--- config.mk ---
export PLATFORM = sky130hd
export DESIGN_NAME = fir_ram_mac_ctrl
export DESIGN_NICKNAME = d
export VERILOG_FILES = /design/src/rtl/fir_ram_mac_ctrl.sv
export SDC_FILE = /design/constraint.sdc
export NUM_CORES = 1
export LEC_CHECK = 0
export ABC_AREA = 1
export BUFFER_PORTS_ARGS = -buffer_cell sky130_fd_sc_hd__clkbuf_2
export CORE_UTILIZATION = 35
export DETAILED_ROUTE_END_ITERATION = 7
export HOLD_SLACK_MARGIN = 0.08
export PLACE_DENSITY = 0.59
export SYNTH_ARGS = -nofsm -noshare
export SYNTH_HDL_FRONTEND = slang
export SYNTH_SLANG_ARGS = --single-unit
--- constraint.sdc ---
create_clock -name iClk -period 1.5 [get_ports iClk]
set_input_delay 0.3 -clock iClk [delete_from_list [all_inputs] [get_ports iClk]]
set_output_delay 0.3 -clock iClk [all_outputs]
set_load 0.05 [all_outputs]
--- src/rtl/fir_ram_mac_ctrl.sv ---
// Sequencer ahead of the 4-way SpSram/MAC selector: loads 40 coefficients into the RAMs
// and, per input sample, issues 40 pipelined reads with MAC enables and an output strobe.
module fir_ram_mac_ctrl #(
  parameter int NUM_MOD = 4,
  parameter int NUM_TAP = 10,
  parameter int ADDR_W  = 4,
  parameter int DATA_W  = 16
) (
  input  logic              iClk,
  input  logic              iRst,
  input  logic              iCoeffUpdateFlag,
  input  logic              iCoeffValid,
  input  logic [DATA_W-1:0] iCoeffData,
  output logic              oCoeffReady,
  output logic              oLoadDone,
  input  logic              iInValid,
  output logic              oInReady,
  output logic [1:0]        oModuleSel,
  output logic              oCsnRam,
  output logic              oWrnRam,
  output logic [ADDR_W-1:0] oAddrRam,
  output logic [DATA_W-1:0] oWtDtRam,
  output logic              oAccClr,
  output logic              oEnMul,
  output logic              oEnAddAcc,
  output logic              oOutValid
);

  localparam int TOTAL = NUM_MOD * NUM_TAP;
  localparam int CNT_W = $clog2(TOTAL + 1);

  typedef enum logic [1:0] {IDLE, LOAD, LDONE, RUN} state_t;

  state_t              state_q;
  logic [CNT_W-1:0]    cnt_q;
  logic [ADDR_W-1:0]   tap_q, tap_d;
  logic [1:0]          mod_q, mod_d;
  logic                rd_vld_p0;
  logic [1:0]          rd_sel_p0;
  logic                coeff_rdy_q, load_done_q, in_rdy_q;
  logic [1:0]          sel_q;
  logic                csn_q, wrn_q;
  logic [ADDR_W-1:0]   addr_q;
  logic [DATA_W-1:0]   wdat_q;
  logic                acc_clr_q, en_mul_q, en_add_q, out_vld_q;
  logic                in_acc, beat_acc, run_done;

  // Tap address walks 0..NUM_TAP-1, carrying into the sub-module index.
  always_comb begin
    tap_d = tap_q + ADDR_W'(1);
    mod_d = mod_q;
    if (tap_q == ADDR_W'(NUM_TAP - 1)) begin
      tap_d = '0;
      mod_d = mod_q + 2'd1;
    end
  end

  // The update flag wins over a sample offered in the same cycle.
  assign in_acc   = (state_q == IDLE) && in_rdy_q && iInValid && !iCoeffUpdateFlag;
  assign beat_acc = coeff_rdy_q && iCoeffValid && iCoeffUpdateFlag;
  assign run_done = (state_q == RUN) && en_add_q && !en_mul_q;

  always_ff @(posedge iClk) begin
    if (iRst) begin
      state_q     <= IDLE;
      cnt_q       <= '0;
      tap_q       <= '0;
      mod_q       <= '0;
      rd_vld_p0   <= 1'b0;
      rd_sel_p0   <= '0;
      coeff_rdy_q <= 1'b0;
      load_done_q <= 1'b0;
      in_rdy_q    <= 1'b0;
      sel_q       <= '0;
      csn_q       <= 1'b1;
      wrn_q       <= 1'b1;
      addr_q      <= '0;
      wdat_q      <= '0;
      acc_clr_q   <= 1'b0;
      en_mul_q    <= 1'b0;
      en_add_q    <= 1'b0;
      out_vld_q   <= 1'b0;
    end else begin
      csn_q       <= 1'b1;
      wrn_q       <= 1'b1;
      addr_q      <= '0;
      wdat_q      <= '0;
      acc_clr_q   <= 1'b0;
      load_done_q <= 1'b0;
      out_vld_q   <= 1'b0;
      in_rdy_q    <= 1'b0;
      case (state_q)
        IDLE: begin
          sel_q    <= '0;
          en_mul_q <= 1'b0;
          en_add_q <= 1'b0;
          if (iCoeffUpdateFlag) begin
            state_q     <= LOAD;
            coeff_rdy_q <= 1'b1;
            cnt_q       <= '0;
            tap_q       <= '0;
            mod_q       <= '0;
          end else if (in_acc) begin
            state_q   <= RUN;
            acc_clr_q <= 1'b1;
            csn_q     <= 1'b0;
            addr_q    <= tap_q;
            rd_sel_p0 <= mod_q;
            rd_vld_p0 <= 1'b1;
            tap_q     <= tap_d;
            mod_q     <= mod_d;
            cnt_q     <= cnt_q + CNT_W'(1);
          end else begin
            in_rdy_q <= 1'b1;
          end
        end
        LOAD: begin
          sel_q <= '0;
          if (!iCoeffUpdateFlag) begin
            state_q     <= IDLE;
            coeff_rdy_q <= 1'b0;
            cnt_q       <= '0;
            tap_q       <= '0;
            mod_q       <= '0;
          end else if (beat_acc) begin
            csn_q  <= 1'b0;
            wrn_q  <= 1'b0;
            sel_q  <= mod_q;
            addr_q <= tap_q;
            wdat_q <= iCoeffData;
            if (cnt_q == CNT_W'(TOTAL - 1)) begin
              state_q     <= LDONE;
              load_done_q <= 1'b1;
              coeff_rdy_q <= 1'b0;
              cnt_q       <= '0;
              tap_q       <= '0;
              mod_q       <= '0;
            end else begin
              cnt_q <= cnt_q + CNT_W'(1);
              tap_q <= tap_d;
              mod_q <= mod_d;
            end
          end
        end
        LDONE: begin
          sel_q <= '0;
          if (!iCoeffUpdateFlag) state_q <= IDLE;
        end
        RUN: begin
          // Read issue (p0) -> multiply (RAM latency 1) -> accumulate; select tracks multiply.
          en_mul_q <= rd_vld_p0;
          en_add_q <= en_mul_q;
          sel_q    <= rd_sel_p0;
          if (cnt_q != CNT_W'(TOTAL)) begin
            csn_q     <= 1'b0;
            addr_q    <= tap_q;
            rd_sel_p0 <= mod_q;
            rd_vld_p0 <= 1'b1;
            tap_q     <= tap_d;
            mod_q     <= mod_d;
            cnt_q     <= cnt_q + CNT_W'(1);
          end else begin
            rd_vld_p0 <= 1'b0;
          end
          if (run_done) begin
            state_q   <= IDLE;
            out_vld_q <= 1'b1;
            sel_q     <= '0;
            cnt_q     <= '0;
            tap_q     <= '0;
            mod_q     <= '0;
          end
        end
        default: state_q <= IDLE;
      endcase
    end
  end

  assign oCoeffReady = coeff_rdy_q;
  assign oLoadDone   = load_done_q;
  assign oInReady    = in_rdy_q;
  assign oModuleSel  = sel_q;
  assign oCsnRam     = csn_q;
  assign oWrnRam     = wrn_q;
  assign oAddrRam    = addr_q;
  assign oWtDtRam    = wdat_q;
  assign oAccClr     = acc_clr_q;
  assign oEnMul      = en_mul_q;
  assign oEnAddAcc   = en_add_q;
  assign oOutValid   = out_vld_q;

endmodule

==> impl_metrics.yaml <==
power:
  irDropWorstVdd_mv: 0.834
  p_leak_nw: 1.36
  power_density_nw_per_um2: 1610
clocking:
  cts-htree-levels: 2
  cts_buffers: 5
  insertion_delay_ns: 0.30
  cts.clk_slew.worst_paths_ns: 0.10
  cts_buffer_depth: 2
  clock_sink_count: 48
  cts_tree: "yes"
  cts-root-buf: "clkbuf_8"
routing:
  wl_per_cell_microns: 11.1
  drt_iter0_drc: 87
  wirelength_microns: 4820
  via_per_inst: 4.56
  drc_errors: 0
  firstDrtPassIters: 4
  dr_total_vias: 1975
  drtAntennaViolNets: 0
layout:
  fin_util_pct: 50.9
  layout-drive-gt1-share_pct: 37.1
  nFillCells: 563
  nNetsFinal: 390
  area_delta_synth_final_pct: 36.6
  fin_cells: 433
  diodes: 0
timing:
  fmax_mhz: 655
  clock_skew_ns: 0.0137
  worst_slack_ns: -0.0270
  setup_viol: 7
  maxSlewViolCount: 0
  period_share_pct: 102
  relSlewSlack_pct: 74.7
  worstMarginPinSlew_ns: 0.378
  rsz0062_at_grt: "true"
  report.final.hold_viol_count: 0
  fin_crit_ns: 1.53
yosys:
  synthArstFlopShare_pct: 0
  synth_ff_type: "dfxtp_1"
  synth_area_leaders: "dfxtp_1, nand2_1, inv_1, nor2_1, ha_1"
  avgSynthCellArea_sq_um: 7.46
  synth.most_common_cell: "dfxtp_1"
  yosysTopAreaCell: "dfxtp_1"
  yosysTopAreaCellShare_pct: 45.7
  synthCells: 282
  netlist_area_sq_um: 2100
  ys_seq_area_share_pct: 45.7
  synthTopCellsByCount: "dfxtp_1, nand2_1, inv_1, nor2_1, a21oi_1"
  ys_types: 29
  synth-edff-count: 0
  syn_nets: 312
  ys_seq_elements: 48
  yosysWarnings: 0
global_route:
  grt_max_degree: 18
  grt_pass1_vias: 1883
  grt-ovfl-total: 0
  antenna_found_initial: 0
  grt_pass1_wl_microns: 7950
  track_usage_pct: 15.9
placed_design:
  place_ws_ns: -0.139
  port-buffer-count: 51
  place.gp.congestion: 0.871
  dp_hpwl_microns: 3510
  placedCellCount: 421
die:
  ios: 52
  core_sq_um: 5640
  start_util_pct: 37.3
  fp.dieH_microns: 79.5
  die_w_microns: 79.5
  dieArea_sq_um: 6330
  std_cell_rows: 27
critical_path:
  path_max_fanout: 6
  cp-start-kind: "register"
  critPathCaptureType: "register"
  critPathKind: "reg -> reg"
  cp.required_ns: 1.73
  cp.arrival_ns: 1.76
min_path:
  hold_class: "in -> reg"
run_status:
  violations: "negative setup slack"
  status: "finished, violations left"
job:
  maxCapViolCount: 0
[layout by cell type, fill, tap and decap left out, types with 2 or more instances in the layout]
master	Yosys	final
a21oi_1	22	14
a21oi_2	1	9
buf_4	2	23
buf_6	2	4
clkbuf_2	0	51
clkbuf_8	0	6
clkinvlp_4	0	2
dfxtp_1	48	40
dfxtp_2	0	6
dfxtp_4	0	2
ha_1	9	6
ha_4	0	2
inv_1	44	41
inv_2	4	4
inv_4	0	3
nand2_1	45	40
nand2_2	2	6
nand2_4	1	2
nand3_1	20	16
nand3_2	2	5
nand4_1	5	5
nor2_1	44	42
nor2_2	3	2
nor2_4	1	4
nor3_1	4	4
o21ai_0	10	8
o21ai_1	0	2
xor2_1	2	2
[cell type report]
type	instances	area, sq um	share of cell area [%]
tap	72	90.1	3.13
inverter	49	191	6.66
clock inverter	2	15.0	0.522
clock buffer	6	82.6	2.87
timing repair buffer	79	493	17.2
multi-input combinational	177	1030	35.7
sequential	48	976	34.0
[through the flow]
step	TNS, ns	area (sq um)	hold WS (ns)	power (mW)
5_1_grt	-1.63	2870	0.184	4.97
4_1_cts	-0.221	2800	0.180	4.56
3_3_place_gp	-1.74	2590	0.435	3.44
3_5_place_dp	-1.81	2590	0.440	3.45
6_report	-0.0798	2870	0.191	4.63
2_1_floorplan	0	2110	0.377	2.90
[layer usage]
layer	track usage, %	share of wire (%)	vias to the layer above
li1	-	-	1034
met1	18.6	47	885
met2	26.8	46	49
met3	3.89	4.9	7
met4	7.64	1.6	0
met5	0	0	-
[registers in the layout (all words and copies together) (netlist names), 2 cells and up]
signal,count
mod_q,2
state_q,2
oAddrRam,4
rd_sel_p0,2
tap_q,4
oModuleSel,2
oWtDtRam,16
cnt_q,6
[final timing paths]
| kind | from | endpoint | slack [ns] | depth (start not counted) |
|---|---|---|---|---|
| max | state_q[1] | cnt_q[1] | -0.03 | 9 |
| min | iCoeffData[4] | oWtDtRam[4] | 0.19 | 3 |
| max reg2reg | state_q[1] | cnt_q[1] | -0.03 | 9 |
| min reg2reg | rd_sel_p0[1] | rd_sel_p0[1] | 0.46 | 2 |
[critical path, cell delays in order, from the launching register on]
cell	delay, ns
dfxtp_4	0.37
buf_6	0.12
ha_4	0.18
buf_4	0.15
nand2_4	0.07
nor2_4	0.04
nor2_4	0.16
buf_6	0.14
nand3b_1	0.09
a21oi_2	0.13
[kinds of logic (layout without fill, tap and decap cells)]
logic type                 Yosys count  in the layout  synth area share [%]
adders and majority gates            9              9                  5.35
AOI/OAI and AO/OA                   36             36                  9.10
and+or+nand+nor                    129            129                  27.2
xor gates and xnor gates             3              3                  1.25
DFF                                 48             48                  45.7
buffers and inverters               57            136                  11.4
[what timing repair did]
item | 4_1_cts | 5_1_grt
pin swaps | 6 | 5
hold buffers | 0 | 0
gates cloned | 0 | 0
endpoints found under the hold margin | 0 | 0
setup buffers | 3 | 1
gates resized for setup | 27 | 19
endpoints found under the setup margin | 24 | 35
[power breakdown]
group | switching [mW] | internal, mW | total, mW
clock | 0.429 | 0.373 | 0.803
sequential | 0.151 | 1.46 | 1.61
combinational | 1.33 | 0.883 | 2.22
total | 1.91 | 2.72 | 4.63
Note: power is estimated with default switching activity, not from simulation.
